## config.mk

```make
export PLATFORM = sky130hd
export DESIGN_NAME = xphm_rd_seq
export DESIGN_NICKNAME = d
export VERILOG_FILES = /design/src/rtl/xphm_rd_seq_pkg.sv /design/src/rtl/xphm_rd_credit.sv /design/src/rtl/xphm_rd_seq.sv
export SDC_FILE = /design/constraint.sdc
export NUM_CORES = 1
export LEC_CHECK = 0
export BUFFER_PORTS_ARGS = -buffer_cell sky130_fd_sc_hd__clkbuf_2
export CAP_MARGIN = 20
export CORE_ASPECT_RATIO = 1.75
export CORE_MARGIN = 1.5
export CORE_UTILIZATION = 60
export CTS_CLUSTER_DIAMETER = 40
export CTS_CLUSTER_SIZE = 10
export DETAILED_ROUTE_END_ITERATION = 6
export GPL_ROUTABILITY_DRIVEN = 0
export MAX_ROUTING_LAYER = met4
export PLACE_DENSITY = 0.86
export SLEW_MARGIN = 20
export SYNTH_ARGS = -nofsm -noshare
export SYNTH_HDL_FRONTEND = slang
export SYNTH_SLANG_ARGS = --single-unit
```

## constraint.sdc

```tcl
create_clock -name clk_i -period 6.7 [get_ports clk_i]
set_input_delay 2.01 -clock clk_i [delete_from_list [all_inputs] [get_ports clk_i]]
set_output_delay 2.01 -clock clk_i [all_outputs]
set_load 0.05 [all_outputs]
```

## src/rtl/xphm_rd_seq_pkg.sv

```systemverilog
// Shared definitions for the XPHM read-side scheduler.
package xphm_rd_seq_pkg;

   localparam int unsigned XphmDepth        = 64;
   localparam int unsigned XphmNumPipe      = 2;
   localparam int unsigned XphmRdseqCredits = 16;

   typedef enum logic [1:0] {
      StIdle,
      StRun,
      StDrain,
      StDone
   } rd_seq_state_e;

endpackage

```

## src/rtl/xphm_rd_credit.sv

```systemverilog
// Saturating up/down credit counter mirroring free slots in the downstream head FIFO.
module xphm_rd_credit
   import xphm_rd_seq_pkg::*;
#(
   parameter int unsigned Credits = XphmRdseqCredits
) (
   input  logic clk_i,
   input  logic rst_ni,
   input  logic issue_i,
   input  logic ret_i,
   output logic can_issue_o
);

   localparam int unsigned    CrW   = $clog2(Credits + 1);
   localparam logic [CrW-1:0] CrMax = CrW'(Credits);

   logic [CrW-1:0] credit_q, credit_d;

   always_comb begin
      credit_d = credit_q;
      if (issue_i && !ret_i) begin
         credit_d = credit_q - 1'b1;
      end else if (ret_i && !issue_i && (credit_q != CrMax)) begin
         credit_d = credit_q + 1'b1;
      end
   end

   always_ff @(posedge clk_i or negedge rst_ni) begin
      if (!rst_ni) begin
         credit_q <= CrMax;
      end else begin
         credit_q <= credit_d;
      end
   end

   // Decision uses the registered count only: no path from ret_i to issue.
   assign can_issue_o = (credit_q != '0);

   // A return while already full means the downstream side popped more than it received.
   cr_overflow_a: assert property (@(posedge clk_i) disable iff (!rst_ni)
      !(ret_i && !issue_i && (credit_q == CrMax)));

endmodule

```

## src/rtl/xphm_rd_seq.sv

```systemverilog
// Issues n_heads x n_rounds XPHM reads from base_addr, gated by downstream FIFO credit.
module xphm_rd_seq
   import xphm_rd_seq_pkg::*;
#(
   parameter int unsigned Depth     = XphmDepth,
   parameter int unsigned AddrWidth = $clog2(Depth),
   parameter int unsigned CntWidth  = 16,
   parameter int unsigned Credits   = XphmRdseqCredits,
   parameter int unsigned Lat       = XphmNumPipe + 1
) (
   input  logic                 clk_i,
   input  logic                 rst_ni,
   input  logic                 start_pulse_i,
   input  logic [AddrWidth-1:0] base_addr_i,
   input  logic [CntWidth-1:0]  n_heads_i,
   input  logic [CntWidth-1:0]  n_rounds_i,
   output logic                 busy_o,
   output logic                 done_pulse_o,
   output logic                 rd_en_o,
   output logic                 rd_last_o,
   output logic [AddrWidth-1:0] rd_addr_o,
   input  logic                 dout_last_i,
   input  logic                 cr_ret_i
);

   rd_seq_state_e        state_q;
   logic [AddrWidth-1:0] base_q, addr_q, rd_addr_q;
   logic [CntWidth-1:0]  head_last_q, round_last_q, head_q, round_q;
   logic                 busy_q, done_pulse_q, rd_en_q, rd_last_q;

   logic                 idle_start, empty_job, can_issue, issue, head_wrap, job_last;
   logic [AddrWidth-1:0] cur_base, cur_addr, next_addr;
   logic [CntWidth-1:0]  cur_head, cur_round, cur_head_last, cur_round_last;

   xphm_rd_credit #(
      .Credits(Credits)
   ) u_credit (
      .clk_i      (clk_i),
      .rst_ni     (rst_ni),
      .issue_i    (issue),
      .ret_i      (cr_ret_i),
      .can_issue_o(can_issue)
   );

   // An accepted start issues its first read in the same cycle, so the job
   // view is taken from the inputs while idle and from the latches afterwards.
   always_comb begin
      idle_start     = (state_q == StIdle) && start_pulse_i;
      empty_job      = (n_heads_i == '0) || (n_rounds_i == '0);
      cur_base       = idle_start ? base_addr_i : base_q;
      cur_addr       = idle_start ? base_addr_i : addr_q;
      cur_head       = idle_start ? '0 : head_q;
      cur_round      = idle_start ? '0 : round_q;
      cur_head_last  = idle_start ? n_heads_i - CntWidth'(1) : head_last_q;
      cur_round_last = idle_start ? n_rounds_i - CntWidth'(1) : round_last_q;
      issue          = can_issue && ((idle_start && !empty_job) || (state_q == StRun));
      head_wrap      = (cur_head == cur_head_last);
      job_last       = head_wrap && (cur_round == cur_round_last);
      next_addr      = (cur_addr == AddrWidth'(Depth - 1)) ? '0 : cur_addr + 1'b1;
   end

   always_ff @(posedge clk_i or negedge rst_ni) begin
      if (!rst_ni) begin
         state_q      <= StIdle;
         base_q       <= '0;
         addr_q       <= '0;
         rd_addr_q    <= '0;
         head_last_q  <= '0;
         round_last_q <= '0;
         head_q       <= '0;
         round_q      <= '0;
         busy_q       <= 1'b0;
         done_pulse_q <= 1'b0;
         rd_en_q      <= 1'b0;
         rd_last_q    <= 1'b0;
      end else begin
         rd_en_q      <= issue;
         rd_last_q    <= issue && job_last;
         done_pulse_q <= 1'b0;
         unique case (state_q)
            StIdle: begin
               if (start_pulse_i) begin
                  base_q       <= base_addr_i;
                  addr_q       <= base_addr_i;
                  head_last_q  <= n_heads_i - CntWidth'(1);
                  round_last_q <= n_rounds_i - CntWidth'(1);
                  head_q       <= '0;
                  round_q      <= '0;
                  busy_q       <= 1'b1;
                  state_q      <= empty_job ? StDone : StRun;
               end
            end
            StDrain: begin
               if (dout_last_i) begin
                  done_pulse_q <= 1'b1;
                  state_q      <= StDone;
               end
            end
            StDone: begin
               // Empty jobs arrive with done low and spend one extra cycle here.
               if (done_pulse_q) begin
                  busy_q  <= 1'b0;
                  state_q <= StIdle;
               end else begin
                  done_pulse_q <= 1'b1;
               end
            end
            default: ;
         endcase
         if (issue) begin
            rd_addr_q <= cur_addr;
            if (head_wrap) begin
               addr_q  <= cur_base;
               head_q  <= '0;
               round_q <= cur_round + CntWidth'(1);
            end else begin
               addr_q <= next_addr;
               head_q <= cur_head + CntWidth'(1);
            end
            if (job_last) begin
               state_q <= StDrain;
            end
         end
      end
   end

   assign busy_o       = busy_q;
   assign done_pulse_o = done_pulse_q;
   assign rd_en_o      = rd_en_q;
   assign rd_last_o    = rd_last_q;
   assign rd_addr_o    = rd_addr_q;

   dout_lat_a: assert property (@(posedge clk_i) disable iff (!rst_ni)
      rd_last_q |-> ##Lat dout_last_i);

endmodule

```

==> results of run 1 <==
## metrics by stage
stage	cells	instance area, um2	util, %	power (uW)	setup slack [ps]
after floorplan	611	5430	-	1110	1480
after global placement	765	5820	66.7	1230	1260
after detailed placement	765	5820	66.7	1270	1110
after CTS	781	6100	69.8	1740	1410
after global routing	781	6100	69.8	1820	1070
final	781	6100	69.8	1740	1370
## cell families after synthesis
| logic type | synth area share, % |
|---|---|
| AO/OA/AOI/OAI | 18.8 |
| buffers and inverters | 4.08 |
| adder cells (fa/ha/maj) | 2.21 |
| multiplexers | 1.15 |
| AND/OR/NAND/NOR | 23.8 |
| flip-flops | 42.9 |
| XOR/XNOR | 6.94 |
## final cells by class
cell class	instances	area, um2	share of cell area [%]
repair buffers	60	335	5.50
flip-flops and latches	93	2330	38.2
multi-input cells	460	2880	47.2
clock inverters	2	10.0	0.164
inverters	35	131	2.16
well taps	117	146	2.40
clock buffers	14	264	4.33
## worst min-delay path, stage by stage, from the launching register on
cell,delay (ps)
dfrtp_1,320
nand2_1,50
nand2_1,70
## worst paths after layout
kind | start | endpoint | slack [ps] | cells after the start
min | base_q[2] | base_q[2] | 470 | 2
max | n_heads_i[0] | u_credit.credit_q[4] | 1370 | 17
max in group asynchronous | rst_ni | rd_en_o | 3970 | 2
min reg2reg | base_q[2] | base_q[2] | 470 | 2
min in group asynchronous | rst_ni | head_q[11] | 1590 | 1
max reg2reg | state_q[0] | round_q[13] | 3000 | 9
## sequential cells by signal, indices dropped and copies added, names as in the netlist
signal / count
round_q: 16
base_q: 6
head_last_q: 16
state_q: 2
head_q: 16
busy_o: 1
rd_en_o: 1
done_pulse_o: 1
addr_q: 6
u_credit.credit_q: 5
round_last_q: 16
rd_addr_o: 6
rd_last_o: 1
## layer usage
metal / vias up / part of all wire [%]
li1: 2293 / -
met4: 0 / 5.0
met5: - / 0
met1: 2389 / 36
met3: 65 / 4.2
met2: 176 / 54
## power by group
group          switching, uW  internal (uW)  leakage, uW
sequential              78.6            671      0.00116
clock                    205            271     0.000137
combinational            317            196      0.00135
## placed cells by master, fill, tap and decap left out, drive strengths merged, types with 5 or more instances in the layout
| cell type | count |
|---|---|
| nand3 | 22 |
| a31o | 5 |
| nor2 | 48 |
| nor4 | 16 |
| xor2 | 16 |
| a21boi | 6 |
| o22ai | 9 |
| o31ai | 5 |
| or4 | 7 |
| a31oi | 6 |
| or2 | 6 |
| o21a | 5 |
| nand4 | 12 |
| nand2b | 8 |
| xnor2 | 27 |
| and2 | 9 |
| nand2 | 74 |
| nor3 | 16 |
| buf | 9 |
| dfrtp | 92 |
| ha | 8 |
| o221ai | 7 |
| inv | 34 |
| clkbuf | 65 |
| nor2b | 8 |
| o21ai | 41 |
| or3 | 12 |
| a21oi | 26 |
==> metrics.sh, run 1 <==
INITIAL_CORE_UTIL_PCT=62.2
TIMING.CRITICAL_PATH.FANOUT_MAX=18
CP_SLOWEST_CELL='or4b_1'
CTS_RESIZED=0
MAXCAPVIOLCOUNT=0
RUN_STATUS='finished clean'
FINAL_SUM_OF_NEGATIVE_SETUP_SLACK_PS=0
CRIT_ARRIVAL_PS=5600
YS_SEQ_AREA_SHARE_PCT=42.9
FINAL.SETUP_SKEW_PS=7.42
LATER_PIN_CLOCK_LATENCY_IN_THE_SKEW_REPORT_PS=340
YOSYS-TOP-CELLS-AREA='dfrtp_1 (42%), nand2_1 (5.1%), xnor2_1 (4.4%)'
FRACTION_OF_THE_CYCLE_THE_FINAL_WORST_PATH_NEEDS_PCT=79.6
FINAL_MAX_SLEW_VIOL_COUNT=0
TIMING_WORST_SETUP_PATH_TYPE='input port to flop'
HOLD_WS_PS=472
SETUP_VIOL=0
LARGEST_VOLTAGE_DROP_ON_THE_VDD_NET_mV=0.254
CP_NUM_BUF_INV=5
POST_SYNTH_MOST_FREQUENT_CELLS='dfrtp_1 (92), nand2_1 (74), nor2_1 (48), o21ai_0 (40), inv_1 (34)'
GRT_USAGE_PCT=32.6
PLACEMENT_ROWS=45
YOSYS.AREA.TOP_TYPE='dfrtp_1'
CTS_CLK_PIN_SLEW_WORST_PATHS_PS=60
CTS_MADE_BUFFERS=9
YOSYS_WARNINGS=0
CPLARGESTDELAYFAMILY='simple AND/OR/NAND/NOR gates'
SYNTH.LIB_CELLS_USED.DISTINCT=71
ANTENNA-DIODE-COUNT=0
SETUP_REPAIR_AFTER_GLOBAL_ROUTING_MISSED_ITS_MARGIN='false'
POST_ROUTE_ANTENNA_NET_VIOLATION_COUNT=0
POWER.LEAKAGE_uW=0.00265
DETAIL_ROUTE.VIAS_PER_CELL=6.30
HOLD_PATH.CLASS='flop to flop'
SYNTHCELLS=611
CRITICAL_PATH.STARTPOINT_TYPE='input port'
POSTSYNTH.ASYNCRESETSHARE_PCT=100
INITIAL_ANTENNA_VIOLATION_COUNT=0
DETAILROUTE.VIA_COUNT=4923
POWER_DENSITY_nW_PER_UM2=285
HPWL_UM=10300
FINALHOLDVIOLCOUNT=0
FIRSTDRTPASSITERS=5
CLKSINKCOUNT=93
MOST_FREQUENT_CELL_AFTER_SYNTHESIS='dfrtp_1'
DIE-AREA_UM2=9640
HOLDBUFCOUNTCTS=0
DRIVE_GT1_SHARE_PCT=14.5
CRIT_PATH_CELL_TRACE='clkbuf_2 -> inv_1 -> ha_1 -> or4b_1 -> nand4b_1 -> o32a_1 -> o221ai_2 -> clkinv_1 -> buf_4 -> nand2b_1 -> inv_1 -> ha_1 -> nor2b_1 -> o21ai_0 -> nand2b_1 -> a41o_1 -> a21oi_1'
CTS.HTREE.LEVELS=3
FINALCRITICALPERIOD_PS=5330
SYNTH-SEQ-CELLS=93
POSTROUTEWIRELENGTH_UM=13900
CLOCK.FMAX_GHz=0.188
SYN-MEAN-INSTANCE-AREA_UM2=8.88
POST_CTS_BUFFERS=0
SYNTH.NET_COUNT=663
CTSLONGESTPATHBUFFERS=2
YOSYS.AREA.TOP_TYPE_SHARE_PCT=42.4
GRT_PASS1_VIAS=4985
NETLIST_AREA_UM2=5430
BUSIEST_GRT_LAYER='met2'
TRITONCTS='done'
REMAINING_DRC_ERRORS=0
IO_PINS=53
GLOBAL_ROUTE_WIRE_LENGTH_BEFORE_REPAIR_UM=23300
GR-USAGE-MET1_PCT=36.2
FINALNETCOUNT=711
WORST_PIN_SLEW_PS=942
DIE_WIDTH_UM=74.9
GLOBAL_ROUTE.USAGE.MET3_PCT=3.84
END_KIND='flop'
SYNTHTOLAYOUTAREAGROWTH_PCT=12.4
PORT_BUFFERS=52
MAXSLEWHEADROOM_PCT=36.9
CRITPATHMAXSTAGEDELAY_PS=620
ROUTE.DETAILED.WL_PER_INST_UM=17.8
COUNT_OF_FLIP_FLOPS_WITH_A_BUILT_IN_ENABLE_AFTER_SYNTHESIS=0
GLOBALROUTEOVERFLOWTOTAL=0
WORST_EP_REQUIRED_TIME_PS=6970
CORE_REGION_AREA_UM2=8730
DETAIL_ROUTE.ITER0.VIOLATIONS=468
DIE_H_UM=129
GROUTE.LAYER.MET2.USAGE_PCT=55.5
NUMBER_OF_FILLER_CELLS_PLACED_IN_THE_LAYOUT=647
PIN_COUNT_OF_THE_BIGGEST_NET_ENTERING_GLOBAL_ROUTING=65
SYNTH-MAIN-FF-CELL='dfrtp_1'
ROOT_BUFFER_MASTER='clkbuf_16'
Power figures use the tool's default switching activity.
==> run 2, diff against run 1 <==
--- a/config.mk
+++ b/config.mk
@@ -5,6 +5,7 @@
 export SDC_FILE = /design/constraint.sdc
 export NUM_CORES = 1
 export LEC_CHECK = 0
+export ABC_AREA = 1
 export BUFFER_PORTS_ARGS = -buffer_cell sky130_fd_sc_hd__clkbuf_2
 export CAP_MARGIN = 20
 export CORE_ASPECT_RATIO = 1.75
@@ -15,7 +16,7 @@
 export DETAILED_ROUTE_END_ITERATION = 6
 export GPL_ROUTABILITY_DRIVEN = 0
 export MAX_ROUTING_LAYER = met4
-export PLACE_DENSITY = 0.86
+export PLACE_DENSITY = 0.85
 export SLEW_MARGIN = 20
 export SYNTH_ARGS = -nofsm -noshare
 export SYNTH_HDL_FRONTEND = slang
==> constraint.sdc (replaced) <==
create_clock -name clk_i -period 5.15 [get_ports clk_i]
set_input_delay 1.545 -clock clk_i [delete_from_list [all_inputs] [get_ports clk_i]]
set_output_delay 1.545 -clock clk_i [all_outputs]
set_load 0.05 [all_outputs]
==> run 2 against run 1 <==
  * First-iteration DRC count decreased by 11%
  * Synthesized area increased by 16%
  * Clock skew increased by 2.7 ps
  * Critical path type unchanged
  * Core utilization decreased by 2.4 points
  * Hold slack improved by 13 ps
  * Register-to-register slack got worse by 1000 ps
  * Clock-buffer cell count decreased by 2
  * Routed wire length increased by 12%
==> metrics.sh, run 2 <==
TRITONCTS='done'
SYN-MEAN-INSTANCE-AREA_UM2=6.76  # -24%
SETUP.WORST_PATH.START='n_rounds_i[0]'
CRITICAL_PATH.REG2REG.STARTPOINT='state_q[0]'
CORE_REGION_AREA_UM2=10200  # +17%
SYNTH-SEQ-CELLS=93  # unchanged
CRITICAL_PATH.STARTPOINT_TYPE='input port'
HPWL_UM=11400  # +11%
GRT_PASS1_VIAS=5944  # +19%
TIMING_WORST_SETUP_PATH_TYPE='input port to flop'
MOST_FREQUENT_CELL_AFTER_SYNTHESIS='nand2_1'
MAXSLEWHEADROOM_PCT=39.2  # +2.3 points
IO_PINS=53  # unchanged
POST_CTS_BUFFERS=0  # unchanged
POWER_DENSITY_nW_PER_UM2=402  # +41%
MIN_TO='base_q[4]'
R2R-END='u_credit.credit_q[4]'
PLACE_WORST_SETUP_SLACK_PS=777  # -334 ps
YS_SEQ_AREA_SHARE_PCT=37.0  # -5.9 points
ROOT_BUFFER_MASTER='clkbuf_16'
REMAINING_DRC_ERRORS=0  # unchanged
TIMING.CRITICAL_PATH.FANOUT_MAX=18  # unchanged
GLOBALROUTEOVERFLOWTOTAL=0  # unchanged
PLACEMENT_ROWS=49  # +8.9%
DIE_WIDTH_UM=80.4  # +7.4%
PIN_COUNT_OF_THE_BIGGEST_NET_ENTERING_GLOBAL_ROUTING=71  # +9.2%
FRACTION_OF_THE_CYCLE_THE_FINAL_WORST_PATH_NEEDS_PCT=78.8
FINAL_MAX_SLEW_VIOL_COUNT=0  # unchanged
RR_WORST_DEPTH=14  # +5
CLOCK.FMAX_GHz=0.246
SYNTH.NET_COUNT=982  # +48%
MIN-DELAY-START='base_q[4]'
YOSYS.AREA.TOP_TYPE_SHARE_PCT=36.6  # -5.8 points
PORT_BUFFERS=52  # unchanged
FINAL.SETUP_SKEW_PS=10.2  # +2.75 ps
DIE_H_UM=138  # +7.5%
END_KIND='flop'
SETUP_REPAIR_AFTER_GLOBAL_ROUTING_MISSED_ITS_MARGIN='false'
CRIT_ARRIVAL_PS=4340  # -1260 ps
LARGEST_VOLTAGE_DROP_ON_THE_VDD_NET_mV=0.210  # -17%
WORST_PIN_SLEW_PS=912  # -29.9 ps
SETUP.REG_TO_REG.WORST_SLACK_PS=1970  # -1030 ps
FIRSTDRTPASSITERS=5  # unchanged
DETAILED_PLACE.AREA_UM2=6590  # +13%
DRIVE_GT1_SHARE_PCT=11.0  # -3.4 points
RUN_STATUS='finished clean'
FIN_WS_PS=1090  # -278 ps
LAYOUT.CELLS.MOST_COMMON_LIST='nand2_1 (301), inv_1 (120), nor2_1 (119), dfrtp_1 (92), nand3_1 (85)'
DETAIL_ROUTE.ITER0.VIOLATIONS=416  # -11%
LAYOUT.CELL_AREA.NON_FILLER_UM2=6910  # +13%
WORST_EP_REQUIRED_TIME_PS=5430  # -1540 ps
HOLDBUFCOUNTCTS=0  # unchanged
DETAIL_ROUTE.VIAS_PER_CELL=5.44  # -14%
ROUTED-WL-MET3_UM=566  # -4.2%
DIE-AREA_UM2=11100  # +15%
SYNTH-MAIN-FF-CELL='dfrtp_1'
GLOBAL_ROUTE_WIRE_LENGTH_BEFORE_REPAIR_UM=25900  # +11%
INITIAL_CORE_UTIL_PCT=61.4  # -0.73 points
SYNTH.LIB_CELLS_USED.DISTINCT=43  # -39%
FINALCRITICALPERIOD_PS=4060
FINALHOLDVIOLCOUNT=0  # unchanged
POWER.LEAKAGE_uW=0.00359  # +36%
ROUTEDLENGTHMET1_UM=5750  # +14%
INITIAL_ANTENNA_VIOLATION_COUNT=0  # unchanged
ANTENNA-DIODE-COUNT=0  # unchanged
FINAL_SUM_OF_NEGATIVE_SETUP_SLACK_PS=0  # unchanged
POSTROUTEWIRELENGTH_UM=15600  # +12%
HOLD_WS_PS=485  # +13.0 ps
CLKSINKCOUNT=93  # unchanged
YOSYS.AREA.TOP_TYPE='dfrtp_1'
POST_ROUTE_ANTENNA_NET_VIOLATION_COUNT=0  # unchanged
DETAILROUTE.VIA_COUNT=6031  # +23%
COUNT_OF_FLIP_FLOPS_WITH_A_BUILT_IN_ENABLE_AFTER_SYNTHESIS=0  # unchanged
WORST_HOLD_PATH.NUM_CELLS=2  # unchanged
NETLIST_AREA_UM2=6290  # +16%
COMMONEST_NON_FILL_NON_TAP_CELL_IN_THE_LAYOUT='nand2_1'
CTS_MADE_BUFFERS=9  # unchanged
CTS.HTREE.LEVELS=3  # unchanged
TOTALPOWERFINAL_uW=2780  # +60%
SETUP_VIOL=0  # unchanged
YOSYS-TOP-CELLS-AREA='dfrtp_1 (37%), nand2_1 (18%), inv_1 (7.2%)'
LATER_PIN_CLOCK_LATENCY_IN_THE_SKEW_REPORT_PS=350  # about the same
YOSYS_WARNINGS=0  # unchanged
GRT_USAGE_PCT=30.8  # -1.7 points
HOLD_PATH.CLASS='flop to flop'
CTS_RESIZED=0  # unchanged
POSTSYNTH.ASYNCRESETSHARE_PCT=100  # unchanged
CTS_CLK_PIN_SLEW_WORST_PATHS_PS=60  # about the same
TOPROUTINGLAYERUSED='met4'
MAXCAPVIOLCOUNT=0  # unchanged
SYNTHCELLS=930  # +52%
MET2_ROUTED_WIRELENGTH_UM=8400  # +11%
SYNTHTOLAYOUTAREAGROWTH_PCT=9.87
CTSLONGESTPATHBUFFERS=2  # unchanged
FINALNETCOUNT=1028  # +45%
ROUTE.DETAILED.WL_PER_INST_UM=14.1  # -21%
POST_SYNTH_MOST_FREQUENT_CELLS='nand2_1 (301), inv_1 (120), nor2_1 (119), dfrtp_1 (92), nand3_1 (85)'
==> run 2: cell families after synthesis <==
kind of cell,after synthesis,share of synthesized area (%)
DFF,93,37.0
and+or+nand+nor,573,39.7
adders and majority gates,9,1.91
AOI/OAI and AO/OA,73,6.56
xor gates and xnor gates,31,4.32
muxes,1,0.179
buffers and inverters,150,10.3
==> run 2: layer usage <==
layer | global-route usage [%] | vias up
met5 | - | -
met4 | 18.5 | 0
met3 | 3.43 | 50
met2 | 54.1 | 174
met1 | 31.9 | 2800
li1 | - | 3007
==> run 2: worst max-delay path, stage by stage <==
cell	delay [ps]
clkbuf_2	80
inv_1	110
ha_1	230
nand3_1	140
nor2_1	190
nand3b_1	200
nand3_1	120
nand2_1	70
nand2_1	90
buf_4	230
or2_2	170
inv_1	80
ha_1	310
inv_1	50
o21ai_0	180
a21oi_1	100
o21ai_0	210
xor2_1	170
inv_1	60
==> run 2: worst max-delay path by stage <==
stage | cells past startpoint | slack, ps | to
floorplan | 15 | 1430 | u_credit.credit_q[4]
global placement | 19 | 900 | u_credit.credit_q[4]
detailed placement | 19 | 780 | u_credit.credit_q[4]
CTS | 19 | 1130 | u_credit.credit_q[4]
global route | 19 | 860 | u_credit.credit_q[4]
finish | 19 | 1090 | u_credit.credit_q[4]
==> run 2: final cells by class <==
class	instances	area (um2)
well taps	127	159
clock buffers	12	267
multi-input cells	687	3310
repair buffers	59	315
inverters	126	475
fillers	886	3330
flip-flops and latches	93	2330
clock inverters	4	55.1
==> run 2: per-stage QoR <==
step,utilization (%),cells
3_3_place_gp,64.4,1092
2_1_floorplan,-,930
6_report,67.5,1108
3_5_place_dp,64.4,1092
5_1_grt,67.5,1108
4_1_cts,67.5,1108
==> run 2: where the power goes <==
part / internal, uW / switching [uW]
clock: 418 / 289
sequential: 940 / 99.2
combinational: 354 / 677
total: 1710 / 1070
==> run 3, diff against run 2 <==
==> constraint.sdc (replaced) <==
create_clock -name clk_i -period 4.03 [get_ports clk_i]
set_input_delay 1.209 -clock clk_i [delete_from_list [all_inputs] [get_ports clk_i]]
set_output_delay 1.209 -clock clk_i [all_outputs]
set_load 0.05 [all_outputs]
==> run 3 against run 2 <==
  * Design area rose by 0.40%
  * Routed wire length fell by 1.6%
  * Critical path type unchanged
  * Global-route usage fell by 0.71 points
  * Critical path depth fell by 1
  * Hold slack got worse by 5.8 ps
  * Clock skew fell by 1.9 ps
  * Sequential share of layout area fell by 0.13 points
  * Clock power rose by 20%
  * Sequential cell count did not move
  * Critical endpoint unchanged
  * Non-clock buffer count rose by 4
  * Sequential power rose by 28%
==> metrics.sh, run 3 (synthesized netlist as in run 2, its figures left out) <==
DETAIL_ROUTE.VIAS_PER_CELL=5.41  # -0.66%
CORE_REGION_AREA_UM2=10200  # unchanged
GLOBAL_ROUTE_WIRE_LENGTH_BEFORE_REPAIR_UM=25500  # -1.8%
SETUP_VIOL=0  # unchanged
LAYOUT.CELLS.MOST_COMMON_LIST='nand2_1 (301), inv_1 (120), nor2_1 (119), dfrtp_1 (92), nand3_1 (85)'
COMMONEST_NON_FILL_NON_TAP_CELL_IN_THE_LAYOUT='nand2_1'
FINAL.SETUP_SKEW_PS=8.32  # -1.85 ps
POWER_REPORT.INTERNAL_TOTAL_uW=2160  # +26%
FINALHOLDVIOLCOUNT=0  # unchanged
TIMING_WORST_SETUP_PATH_TYPE='input port to flop'
WORST_HOLD_PATH.NUM_CELLS=2  # unchanged
ANTENNA-DIODE-COUNT=0  # unchanged
GRT_PASS1_VIAS=5866  # -1.3%
CRIT_PATH_CELL_TRACE='clkbuf_2 -> inv_1 -> ha_1 -> nand3_1 -> nor2_1 -> nand3b_1 -> nand3_1 -> nand2_1 -> nand2_1 -> or2_2 -> inv_1 -> ha_1 -> inv_1 -> o21ai_0 -> a21oi_1 -> o21ai_0 -> xor2_1 -> inv_1'
DETAILROUTE.VIA_COUNT=6013  # -0.30%
GRT_USAGE_PCT=30.1  # -0.71 points
ROOT_BUFFER_MASTER='clkbuf_16'
MAXCAPVIOLCOUNT=0  # unchanged
INITIAL_CORE_UTIL_PCT=61.4  # unchanged
HOLDBUFCOUNTCTS=0  # unchanged
END_KIND='flop'
SEQ_POWER_SHARE_PCT=38.0  # +0.6 points
CTS_RESIZED=0  # unchanged
LARGEST_VOLTAGE_DROP_ON_THE_VDD_NET_mV=0.306  # +46%
POST_CTS_BUFFERS=0  # unchanged
WORST_EP_REQUIRED_TIME_PS=4300  # -1130 ps
PLACED_CELLS=1096  # +0.37%
PLACEMENT_ROWS=49  # unchanged
RUN_STATUS='finished clean'
FIN_WS_PS=510  # -579 ps
CRITICAL_PATH.REG2REG.STARTPOINT='state_q[0]'
FINALNETCOUNT=1032  # +0.39%
RR_WORST_DEPTH=12  # -2
POWER.SWITCHING_FRACTION_PCT=38.3  # about the same
AREA_OF_COMBINATIONAL_CELLS_WITH_MULTIPLE_INPUTS_UM2=3310  # unchanged
MAXSLEWHEADROOM_PCT=59.7  # +21 points
FRACTION_OF_THE_CYCLE_THE_FINAL_WORST_PATH_NEEDS_PCT=87.3
WORST_PIN_SLEW_PS=604  # -308 ps
DIE-AREA_UM2=11100  # unchanged
TOTALPOWERFINAL_uW=3500  # +26%
CLOCK.FMAX_GHz=0.284
MIN_TO='base_q[4]'
HOLD_PATH.CLASS='flop to flop'
BUSIEST_GRT_LAYER='met2'
SETUP_REPAIR_AFTER_GLOBAL_ROUTING_MISSED_ITS_MARGIN='false'
TRITONCTS='done'
DRIVE_GT1_SHARE_PCT=11.2  # +0.16 points
CRITPATHMAXSTAGEDELAY_PS=320  # about the same
NUMBER_OF_FILLER_CELLS_PLACED_IN_THE_LAYOUT=903  # +1.9%
CTSLONGESTPATHBUFFERS=2  # unchanged
ROUTE.DETAILED.WL_PER_INST_UM=13.8  # -1.9%
CTS.HTREE.LEVELS=3  # unchanged
POSTROUTEWIRELENGTH_UM=15400  # -1.6%
REMAINING_DRC_ERRORS=0  # unchanged
LATER_PIN_CLOCK_LATENCY_IN_THE_SKEW_REPORT_PS=340  # about the same
GLOBALROUTEOVERFLOWTOTAL=0  # unchanged
FINAL_CELLS=1112  # +0.36%
CTS_MADE_BUFFERS=9  # unchanged
POWER.CLOCK.FRACTION_PCT=24.2  # -1.3 points
SETUP.REG_TO_REG.WORST_SLACK_PS=1270  # -700 ps
FF_LATCH_AREA_UM2=2330  # unchanged
PIN_COUNT_OF_THE_BIGGEST_NET_ENTERING_GLOBAL_ROUTING=72  # +1.4%
POWER_DENSITY_nW_PER_UM2=504  # +25%
DIE_WIDTH_UM=80.4  # unchanged
HPWL_UM=11500  # +0.52%
PORT_BUFFERS=52  # unchanged
DETAIL_ROUTE.ITER0.VIOLATIONS=435  # +4.6%
CTS_CLK_PIN_SLEW_WORST_PATHS_PS=60  # about the same
MIN-DELAY-START='base_q[4]'
IO_PINS=53  # unchanged
GLOBAL_ROUTE.USAGE.MET3_PCT=3.83  # +0.40 points
INITIAL_ANTENNA_VIOLATION_COUNT=0  # unchanged
DIE_H_UM=138  # unchanged
FIRSTDRTPASSITERS=5  # unchanged
SYNTHTOLAYOUTAREAGROWTH_PCT=10.3
FINAL_MAX_SLEW_VIOL_COUNT=0  # unchanged
GR-USAGE-MET1_PCT=31.0  # -0.81 points
R2R-END='head_q[14]'
CP_SLOWEST_CELL='ha_1'
FINAL_CORE_UTILIZATION_PCT=67.8  # +0.27 points
CLKSINKCOUNT=93  # unchanged
GROUTE.LAYER.MET2.USAGE_PCT=53.3  # -0.88 points
COMBINATIONALPOWERSHARE_PCT=37.8  # +0.7 points
CRITPATHMOSTFREQUENTCELL='inv_1'
PLACE_WORST_SETUP_SLACK_PS=223  # -554 ps
POWER_SWITCHING_uW=1340  # +26%
CRIT_ARRIVAL_PS=3790  # -550 ps
POWER.LEAKAGE_uW=0.00361  # +0.56%
TIMING.CRITICAL_PATH.FANOUT_MAX=5  # -13
POST_ROUTE_ANTENNA_NET_VIOLATION_COUNT=0  # unchanged
CRITICAL_PATH.STARTPOINT_TYPE='input port'
FINALCRITICALPERIOD_PS=3520
FINAL_SUM_OF_NEGATIVE_SETUP_SLACK_PS=0  # unchanged
-- run 3: changes by cell type in the layout (fill, tap and decap cells not counted), sizes merged --
cell	before	now
buf	8	12
-- run 3: final cells by class --
cell class / count / area share, %
Multi-Input combinational cell: 687 / 47.7
Clock inverter: 4 / 0.685
Sequential cell: 93 / 33.6
Timing Repair Buffer: 63 / 5.34
Inverter: 126 / 6.85
Tap cell: 127 / 2.29
Clock buffer: 12 / 3.55
-- run 3: power groups by stage --
stage	logic (uW)	clock network [uW]	registers [uW]
after floorplan	910	0	1420
after CTS	1330	857	1330
final	1320	847	1330
after global placement	1290	0	1330
after global routing	1520	894	1350
after detailed placement	1310	0	1340
-- run 3: routing by layer --
| metal | vias to the layer above | part of all wire [%] |
|---|---|---|
| met5 | - | 0 |
| met1 | 2769 | 37 |
| met3 | 56 | 3.9 |
| li1 | 3014 | - |
| met4 | 0 | 5.0 |
| met2 | 174 | 54 |
-- run 3: worst max-delay path, delay by kind of cell --
family / cells / cell delay [ps]
AND/OR/NAND/NOR: 7 / 1000
AO/OA/AOI/OAI: 3 / 480
adder cells (fa/ha/maj): 2 / 550
XOR/XNOR: 1 / 170
buffers and inverters: 5 / 400
-- run 3: metrics by stage --
step	hold slack (ps)	cell area [um2]
3_5_place_dp	462	6640
2_1_floorplan	445	6290
4_1_cts	479	6940
5_1_grt	513	6940
3_3_place_gp	458	6640
6_report	479	6940
-- run 3: how the worst max path moves through the flow --
stage                            to  cells past startpoint     startpoint  slack, ps
2_1_floorplan  u_credit.credit_q[4]                     15  n_rounds_i[0]        640
3_3_place_gp   u_credit.credit_q[4]                     16   n_heads_i[0]        340
3_5_place_dp   u_credit.credit_q[4]                     18  n_rounds_i[0]        220
4_1_cts        u_credit.credit_q[4]                     18  n_rounds_i[0]        560
5_1_grt        u_credit.credit_q[4]                     18  n_rounds_i[0]        310
6_report       u_credit.credit_q[4]                     18  n_rounds_i[0]        510
